File: src/rtl/pc_seq_pkg.sv
// Shared opcode and FSM state encodings for the program-counter sequencer.
package pc_seq_pkg;

  localparam int unsigned OP_W = 3;

  typedef enum logic [OP_W-1:0] {
    OP_NOP  = 3'b000,
    OP_JMP  = 3'b001,
    OP_JNO  = 3'b010,
    OP_CALL = 3'b011,
    OP_RET  = 3'b100,
    OP_HALT = 3'b101
  } opcode_e;

  typedef enum logic {
    ST_RUN  = 1'b0,
    ST_HALT = 1'b1
  } state_e;

endpackage

File: src/rtl/ret_stack.sv
// LIFO return-address stack; the top entry is always presented on dout.
module ret_stack #(
  parameter int unsigned WIDTH = 8,
  parameter int unsigned DEPTH = 4
) (
  input  logic                       clk,
  input  logic                       rst_n,
  input  logic                       push,
  input  logic                       pop,
  input  logic [WIDTH-1:0]           din,
  output logic [WIDTH-1:0]           dout,
  output logic                       full,
  output logic                       empty,
  output logic [$clog2(DEPTH+1)-1:0] count
);

  localparam int unsigned CW = $clog2(DEPTH + 1);
  localparam int unsigned AW = (DEPTH > 1) ? $clog2(DEPTH) : 1;

  logic [WIDTH-1:0] mem [DEPTH];
  logic [CW-1:0]    cnt_q;

  assign full  = (cnt_q == CW'(DEPTH));
  assign empty = (cnt_q == '0);
  assign count = cnt_q;
  assign dout  = mem[AW'(cnt_q - CW'(1))];

  // Occupancy counter; push and pop are never requested together.
  always_ff @(posedge clk) begin
    if (!rst_n) begin
      cnt_q <= '0;
    end else if (push && !full) begin
      cnt_q <= cnt_q + CW'(1);
    end else if (pop && !empty) begin
      cnt_q <= cnt_q - CW'(1);
    end
  end

  // Storage needs no reset: entries above the count are never read.
  always_ff @(posedge clk) begin
    if (push && !full) begin
      mem[AW'(cnt_q)] <= din;
    end
  end

endmodule

File: src/rtl/pc_sequencer.sv
// Program-counter sequencer: jump, overflow-conditional jump, call/return
// through a bounded return stack, and a halt/resume FSM.
module pc_sequencer
  import pc_seq_pkg::*;
#(
  parameter int unsigned WIDTH = 8,
  parameter int unsigned DEPTH = 4
) (
  input  logic                       clk,
  input  logic                       rst_n,
  input  logic                       instr_valid,
  input  logic [OP_W-1:0]            instr,
  input  logic [WIDTH-1:0]           target,
  input  logic                       stall,
  input  logic                       resume,
  output logic [WIDTH-1:0]           pc,
  output logic                       ovf,
  output logic                       nop,
  output logic                       halted,
  output logic                       err,
  output logic [$clog2(DEPTH+1)-1:0] depth
);

  state_e           state_q, state_d;
  logic [WIDTH-1:0] pc_q, pc_d;
  logic             ovf_q, ovf_d;
  logic             err_q, err_d;
  logic [WIDTH:0]   pc_inc;
  logic             push, pop;
  logic [WIDTH-1:0] stk_dout;
  logic             stk_full, stk_empty;

  // Single WIDTH+1 bit add; the MSB is the wrap carry.
  assign pc_inc = {1'b0, pc_q} + (WIDTH + 1)'(1);

  ret_stack #(
    .WIDTH (WIDTH),
    .DEPTH (DEPTH)
  ) u_ret_stack (
    .clk   (clk),
    .rst_n (rst_n),
    .push  (push),
    .pop   (pop),
    .din   (pc_inc[WIDTH-1:0]),
    .dout  (stk_dout),
    .full  (stk_full),
    .empty (stk_empty),
    .count (depth)
  );

  always_ff @(posedge clk) begin
    if (!rst_n) begin
      state_q <= ST_RUN;
      pc_q    <= '0;
      ovf_q   <= 1'b0;
      err_q   <= 1'b0;
    end else begin
      state_q <= state_d;
      pc_q    <= pc_d;
      ovf_q   <= ovf_d;
      err_q   <= err_d;
    end
  end

  // Every accepted opcode starts from the NOP increment and overrides it.
  always_comb begin
    state_d = state_q;
    pc_d    = pc_q;
    ovf_d   = ovf_q;
    err_d   = 1'b0;
    push    = 1'b0;
    pop     = 1'b0;
    if (!stall) begin
      case (state_q)
        ST_RUN: begin
          if (instr_valid) begin
            pc_d  = pc_inc[WIDTH-1:0];
            ovf_d = pc_inc[WIDTH];
            case (instr)
              OP_NOP: ;
              OP_JMP: begin
                pc_d  = target;
                ovf_d = 1'b0;
              end
              OP_JNO: begin
                if (!ovf_q) begin
                  pc_d  = target;
                  ovf_d = 1'b0;
                end
              end
              OP_CALL: begin
                if (!stk_full) begin
                  push  = 1'b1;
                  pc_d  = target;
                  ovf_d = 1'b0;
                end else begin
                  err_d = 1'b1;
                end
              end
              OP_RET: begin
                if (!stk_empty) begin
                  pop   = 1'b1;
                  pc_d  = stk_dout;
                  ovf_d = 1'b0;
                end else begin
                  err_d = 1'b1;
                end
              end
              OP_HALT: state_d = ST_HALT;
              default: err_d = 1'b1;
            endcase
          end
        end
        ST_HALT: begin
          if (resume) begin
            state_d = ST_RUN;
          end
        end
        default: state_d = ST_RUN;
      endcase
    end
  end

  assign pc     = pc_q;
  assign ovf    = ovf_q;
  assign err    = err_q;
  assign halted = (state_q == ST_HALT);
  assign nop    = instr_valid && (instr == OP_NOP);

endmodule

File: config.mk
export PLATFORM = sky130hd
export DESIGN_NAME = pc_sequencer
export DESIGN_NICKNAME = d
export VERILOG_FILES = /design/src/rtl/pc_seq_pkg.sv /design/src/rtl/ret_stack.sv /design/src/rtl/pc_sequencer.sv
export SDC_FILE = /design/constraint.sdc
export NUM_CORES = 1
export LEC_CHECK = 0
export CORE_UTILIZATION = 54
export CTS_CLUSTER_DIAMETER = 200
export DETAILED_ROUTE_END_ITERATION = 10
export PLACE_DENSITY = 0.84
export SLEW_MARGIN = 10
export SYNTH_ARGS = -nofsm -noshare
export SYNTH_HDL_FRONTEND = slang
export SYNTH_SLANG_ARGS = --single-unit
export TNS_END_PERCENT = 1
File: constraint.sdc
create_clock -name clk -period 3 [get_ports clk]
set_input_delay 0.3 -clock clk [delete_from_list [all_inputs] [get_ports clk]]
set_output_delay 0.3 -clock clk [all_outputs]
set_load 0.005 [all_outputs]
==> results of run 1 <==
==> area by class of cell <==
class | instances | area (sq um)
Sequential cell | 46 | 1240
Fill cell | 258 | 1180
Multi-Input combinational cell | 111 | 862
Timing Repair Buffer | 32 | 315
Clock buffer | 5 | 68.8
Tap cell | 48 | 60.1
Clock inverter | 3 | 25.0
Inverter | 6 | 22.5
==> synthesized netlist by cell type, types with 5 or more instances <==
cell	n
nand3_1	7
dfxtp_1	14
and2_1	5
mux4_2	8
a21oi_1	13
a222oi_1	5
ha_1	6
xnor2_1	7
nand2_1	9
edfxtp_1	32
o21ai_0	7
nor2_1	9
inv_1	5
==> worst max-delay path, delay by kind of cell (launching register included) <==
| family | cells | cell delay [ns] |
|---|---|---|
| compound gates | 4 | 1.15 |
| flops | 1 | 0.41 |
| simple gates | 1 | 0.23 |
| fa+ha+maj | 1 | 0.27 |
| buf+inv | 1 | 0.12 |
==> kinds of logic (layout without fill, tap and decap cells) <==
logic type / Yosys count / after routing
buffers and inverters: 15 / 46
AO/OA/AOI/OAI: 42 / 42
flip-flops: 46 / 46
AND/OR/NAND/NOR: 46 / 46
multiplexers: 8 / 8
XOR/XNOR: 9 / 9
adder cells (fa/ha/maj): 6 / 6
==> placed cells by master (no fill, tap or decap), types with 2 or more instances in the layout <==
cell type,Yosys,final
a31oi_1,3,3
nand4_1,2,2
ha_1,6,6
xor2_1,2,2
buf_4,1,2
nor2_1,9,9
mux4_2,8,8
and2_1,5,5
nor4b_1,2,2
nor3_1,2,2
and3_1,3,3
xnor2_1,7,7
clkdlybuf4s50_1,0,30
a21oi_1,13,13
a22o_1,3,3
clkbuf_8,0,5
inv_1,5,5
o22ai_1,3,3
nand2_1,9,9
a222oi_1,5,5
edfxtp_1,32,32
nand3_1,7,7
nor3b_1,2,2
dfxtp_1,14,14
o21ai_0,7,7
==> how the worst min path moves through the flow <==
stage,startpoint,depth (start not counted),to,slack [ns]
floorplan,resume,1,halted,0.42
global placement,halted,1,halted,0.51
detailed placement,halted,1,halted,0.53
CTS,halted,1,halted,0.54
global route,pc[6],2,pc[6],0.57
finish,halted,1,halted,0.54
==> per-layer routing <==
metal / vias up / global-route usage, % / part of all wire (%)
li1: 723 / - / -
met1: 782 / 36.3 / 41
met2: 79 / 38.7 / 48
met3: 14 / 7.29 / 8.7
met4: 0 / 12.8 / 2.2
met5: - / 0 / 0
==> sequential cells by signal, summed over array words and instances, names as in the netlist <==
register / flops
err: 1
halted: 1
u_ret_stack.count: 3
pc: 8
u_ret_stack.mem: 32
ovf: 1
==> power by group <==
part,switching (mW),total (mW),internal [mW]
sequential,0.00998,0.697,0.687
combinational,0.0619,0.120,0.0583
clock,0.225,0.393,0.168
==> impl_results.md, run 1 <==
* Outcome: finished clean
* Reg2reg end: pc[0]
* Crit end category: flip-flop
* Core Util, Final at 68.8%
* Worst path required time at 3.19 ns
* RSZ-0062 raised after global routing: false
* Crit-path max cell delay at 0.44 ns
* Min Clock Period, post-route at 2.31 ns
* Post-Syn Area per Cell at 12.6 sq um
* Final instance area at 2590 sq um
* Share of cells above drive strength 1 at 9.85%
* Hold_buf cts at 0
* Diode count at 0
* CTS resizes at 0
* Reg2reg setup slack at 0.69 ns
* Grt total ovfl at 0
* DRT Wirelength at 4950 um
* FF+latch count, synth at 46
* Pre-CTS WS at 0.620 ns
* Post-CTS setup buffers at 0
* Die H at 65.4 um
* Bufs on Longest Clock Path at 2
* Mux cell area share after synthesis at 8.29%
* Clock Latency Late Sink at 0.31 ns
* Top cell type's share of synthesized area at 44.2%
* Max_cap viols at 0
* Hold WS at 0.541 ns
* Setup TNS at 0 ns
* Worst VDD drop at 300 uV
* Final worst slack at 0.692 ns
* Max-slew violation count at 0
* Syn Inst Count at 172
* Final #Nets at 224
* Power Density at 466 nW/um^2
* Vias post-DR at 1598
* Synth warn at 0
* First-pass detailed-route iteration total at 4
* XOR/XNOR Fraction of Synth Area at 3.63%
* # placed instances at 243
* Leakage at 0.855 nW
* Vias/cell at 6.37
* Post-route ant nets at 0
* Die ar. at 4280 sq um
* Clk sink count at 46
* Largest area contributor in the netlist: edfxtp_1
* Total power at 1.21 mW
* Antenna violations before repair at 0
* Synth Area in Adders at 3.45%
* Residual DRC at 0
* Synthesized area at 2170 sq um
* H-tree Lvls at 2
* PortBufs at 30
* Detail Placement HPWL at 3550 um
* Core Area at 3770 sq um
* Starting Density at 57.6%
* Startpoint types: flip-flop
* Worst Path Max Fanout at 11
* Synthesis-to-finish area growth at 19.4%
* Crit Path Category: reg2reg
* Vias in the first global route at 1569
* Routability congestion estimate at 0.838
* Post-synthesis sequential area ratio at 57.1%
* Synth async-reset ratio at 0%
* Slew headroom at 54.8%
* Num rows at 22
* Largest net degree at the start of global routing at 17
* Number of flops mapped to enable cells by yosys at 32
* Die Width at 65.4 um
* Clk_skew at 0.00885 ns
* Non-filler cells, final at 251
* Critical-path top delay cell: a221o_1
* Slew of the pin with the lowest slew margin at 0.674 ns
* Final period utilization at 76.9%
* IO Pins at 31
* Gr usage total at 26.4%
* Final setup viols at 0
* Critical path origin: u_ret_stack.count[1]
* Post-synthesis compound-gate area fraction at 13.1%
* Most area-consuming cells after synthesis: edfxtp_1, dfxtp_1, mux4_2
* Hold/Removal Path Class: reg2reg
* Drt initial violations at 227
* CTS Buf Count at 5
* Net Count, Synth at 194
* Clk slew on worst S/H paths at 0.09 ns
* Final hold vios at 0
* Commonest register cell after synthesis: edfxtp_1
* FF-to-FF path depth at 7
* Post-Synth Simple-Gate Area at 11.2%
* Worst setup endpoint: pc[0]
* Reg-to-Reg Start: u_ret_stack.count[1]
* Placed inst area at 2500 sq um
* CTS tree: yes
* Worst path arrival time at 2.49 ns
* Root Buffer: clkbuf_8
* Fmax at 433 MHz
* Count of different cell masters after synthesis at 41
* First-pass GRT wire length at 7980 um
* Cell Chain, Critical Path: inv_1 > ha_1 > and3_1 > o21a_1 > a221o_1 > a222oi_1 > a21oi_1
* Routed len/inst at 19.7 um
* Main combinational cell family by area after synthesis: compound AO/OA/AOI/OAI gates
No activity file was read; power rests on OpenSTA's default activity.
==> run 2: changes to the inputs <==
--- a/config.mk
+++ b/config.mk
@@ -5,10 +5,10 @@
 export SDC_FILE = /design/constraint.sdc
 export NUM_CORES = 1
 export LEC_CHECK = 0
-export CORE_UTILIZATION = 54
+export CORE_UTILIZATION = 48
 export CTS_CLUSTER_DIAMETER = 200
 export DETAILED_ROUTE_END_ITERATION = 10
-export PLACE_DENSITY = 0.84
+export PLACE_DENSITY = 0.79
 export SLEW_MARGIN = 10
 export SYNTH_ARGS = -nofsm -noshare
 export SYNTH_HDL_FRONTEND = slang
==> constraint.sdc (replaced) <==
create_clock -name clk -period 2 [get_ports clk]
set_input_delay 0.2 -clock clk [delete_from_list [all_inputs] [get_ports clk]]
set_output_delay 0.2 -clock clk [all_outputs]
set_load 0.005 [all_outputs]
==> impl_results.md, run 2 (same netlist as run 1, synthesis figures left out) <==
* Clock Latency Late Sink at 0.30 ns (was 0.31 ns)
* Final worst slack at 0.114 ns (was 0.692 ns)
* Routed len/inst at 17.1 um (was 19.7 um)
* Vias in the first global route at 1552 (was 1569)
* First-pass detailed-route iteration total at 5 (was 4)
* Crit end category: output port (was flip-flop)
* Antenna violations before repair at 0 (unchanged)
* Die Width at 69.3 um (was 65.4 um)
* Core Util, Final at 65.5% (was 68.8%)
* Worst Path Max Fanout at 5 (was 11)
* Drt initial violations at 164 (was 227)
* Num rows at 24 (was 22)
* Critical-path top delay cell: clkdlybuf4s50_1 (was a221o_1)
* Max_cap viols at 0 (unchanged)
* Clk slew on worst S/H paths at 0.09 ns (about the same)
* Largest register FFs at 32 (unchanged)
* Final hold vios at 0 (unchanged)
* Leakage at 1.01 nW (was 0.855 nW)
* Slew headroom at 64.9% (was 54.8%)
* Vias/cell at 5.82 (was 6.37)
* Die H at 69.3 um (was 65.4 um)
* CP most frequent cell: clkdlybuf4s50_1
* Synthesis-to-finish area growth at 31.3% (was 19.4%)
* Die ar. at 4800 sq um (was 4280 sq um)
* Diode count at 0 (unchanged)
* Worst path arrival time at 1.69 ns (was 2.49 ns)
* PortBufs at 30 (unchanged)
* Grt total ovfl at 0 (unchanged)
* Detail Placement HPWL at 3560 um (was 3550 um)
* Crit Path Category: in2out (was reg2reg)
* Worst VDD drop at 422 uV (was 300 uV)
* Starting Density at 49.9% (was 57.6%)
* DRT Wirelength at 4820 um (was 4950 um)
* Leading cell type in the layout, fill and taps excluded: edfxtp_1 (unchanged)
* Residual DRC at 0 (unchanged)
* Root Buffer: clkbuf_8 (unchanged)
* Routability congestion estimate at 0.842 (was 0.838)
* Hold/Removal Path Class: in2reg (was reg2reg)
* Clk sink count at 46 (unchanged)
* Top reg by flops: u_ret_stack.mem (unchanged)
* H-tree Lvls at 2 (unchanged)
* Core Area at 4350 sq um (was 3770 sq um)
* Fmax at 530 MHz
* Outcome: finished clean (unchanged)
* Clk_skew at 0.0114 ns (was 0.00885 ns)
* Share of cells above drive strength 1 at 21.8% (was 9.85%)
* Gr usage total at 21.4% (was 26.4%)
* Slew of the pin with the lowest slew margin at 0.523 ns (was 0.674 ns)
* IO Pins at 31 (unchanged)
* Bufs on Longest Clock Path at 2 (unchanged)
* Min Clock Period, post-route at 1.89 ns
* Final setup viols at 0 (unchanged)
* Worst path required time at 1.80 ns (was 3.19 ns)
* Fillers at 330 (was 258)
* Max-slew violation count at 0 (unchanged)
* Vias post-DR at 1635 (was 1598)
* Final #Nets at 250 (was 224)
* Post-route ant nets at 0 (unchanged)
* Pre-CTS WS at -0.0252 ns (was 0.620 ns)
* RSZ-0062 raised after global routing: false (unchanged)
* Most frequent cells in the layout: edfxtp_1, clkdlybuf4s50_1, buf_4 (was edfxtp_1, clkdlybuf4s50_1, dfxtp_1)
* Power Density at 663 nW/um^2 (was 466 nW/um^2)
* Crit-path max cell delay at 0.55 ns (was 0.44 ns)
* Startpoint types: primary input (was flip-flop)
* Final instance area at 2850 sq um (was 2590 sq um)
* Final period utilization at 94.3%
* CTS Buf Count at 5 (unchanged)
* Cell Chain, Critical Path: clkdlybuf4s50_1 > buf_4 > nor4b_1 > clkdlybuf4s50_1 (was inv_1 > ha_1 > and3_1 > o21a_1 > a221o_1 > a222oi_1 > a21oi_1)
* First-pass GRT wire length at 7870 um (was 7980 um)
* Hold WS at 0.478 ns (was 0.541 ns)
* Placed inst area at 2730 sq um (was 2500 sq um)
* CTS tree: yes (unchanged)
* Largest net degree at the start of global routing at 15 (was 17)
run 2: final timing paths:
path	cells after the start	end	from	slack, ns
worst min register to register	1	halted	halted	0.53
worst min-delay path	2	halted	resume	0.48
worst max-delay path	4	nop	instr[1]	0.11
worst max register to register	7	pc[2]	u_ret_stack.count[1]	0.13
run 2: cell type report:
type	count	area, sq um	area share (%)
Sequential cell	46	1250	43.7
Clock inverter	1	7.51	0.263
Inverter	6	22.5	0.789
Clock buffer	7	97.6	3.42
Tap cell	52	65.1	2.28
Timing Repair Buffer	58	538	18.9
Multi-Input combinational cell	111	876	30.7
run 2: metal layers:
| layer | global-route usage (%) | vias up | share of wire (%) |
|---|---|---|---|
| met4 | 6.80 | 0 | 1.2 |
| met2 | 33.9 | 58 | 49 |
| li1 | - | 774 | - |
| met1 | 30.0 | 798 | 46 |
| met5 | 0 | - | 0 |
| met3 | 3.92 | 5 | 4.4 |
run 2: metrics by stage:
| step | total power [mW] | TNS [ns] | instances |
|---|---|---|---|
| 2_1_floorplan | 1.16 | -0.0132 | 172 |
| 3_3_place_gp | 1.26 | 0 | 272 |
| 3_5_place_dp | 1.27 | -0.0252 | 272 |
| 4_1_cts | 1.90 | 0 | 280 |
| 5_1_grt | 1.96 | 0 | 281 |
| 6_report | 1.89 | 0 | 281 |
run 2: timing repair:
| item | CTS | global route |
|---|---|---|
| hold buffers | 0 | 0 |
| gates resized for setup | 0 | 5 |
| setup buffers | 0 | 1 |
| setup endpoints to repair | 0 | 4 |
run 2: report_power, final:
part	switching (mW)	internal [mW]	leakage [nW]	total, mW
sequential	0.0128	1.03	0.406	1.04
clock	0.315	0.323	0.0496	0.638
combinational	0.0975	0.113	0.552	0.210
total	0.425	1.47	1.01	1.89
run 2: worst max-delay path: cells and delay by family:
family        cells  cell delay (ns)
simple gates      1             0.28
buf+inv           3             1.20
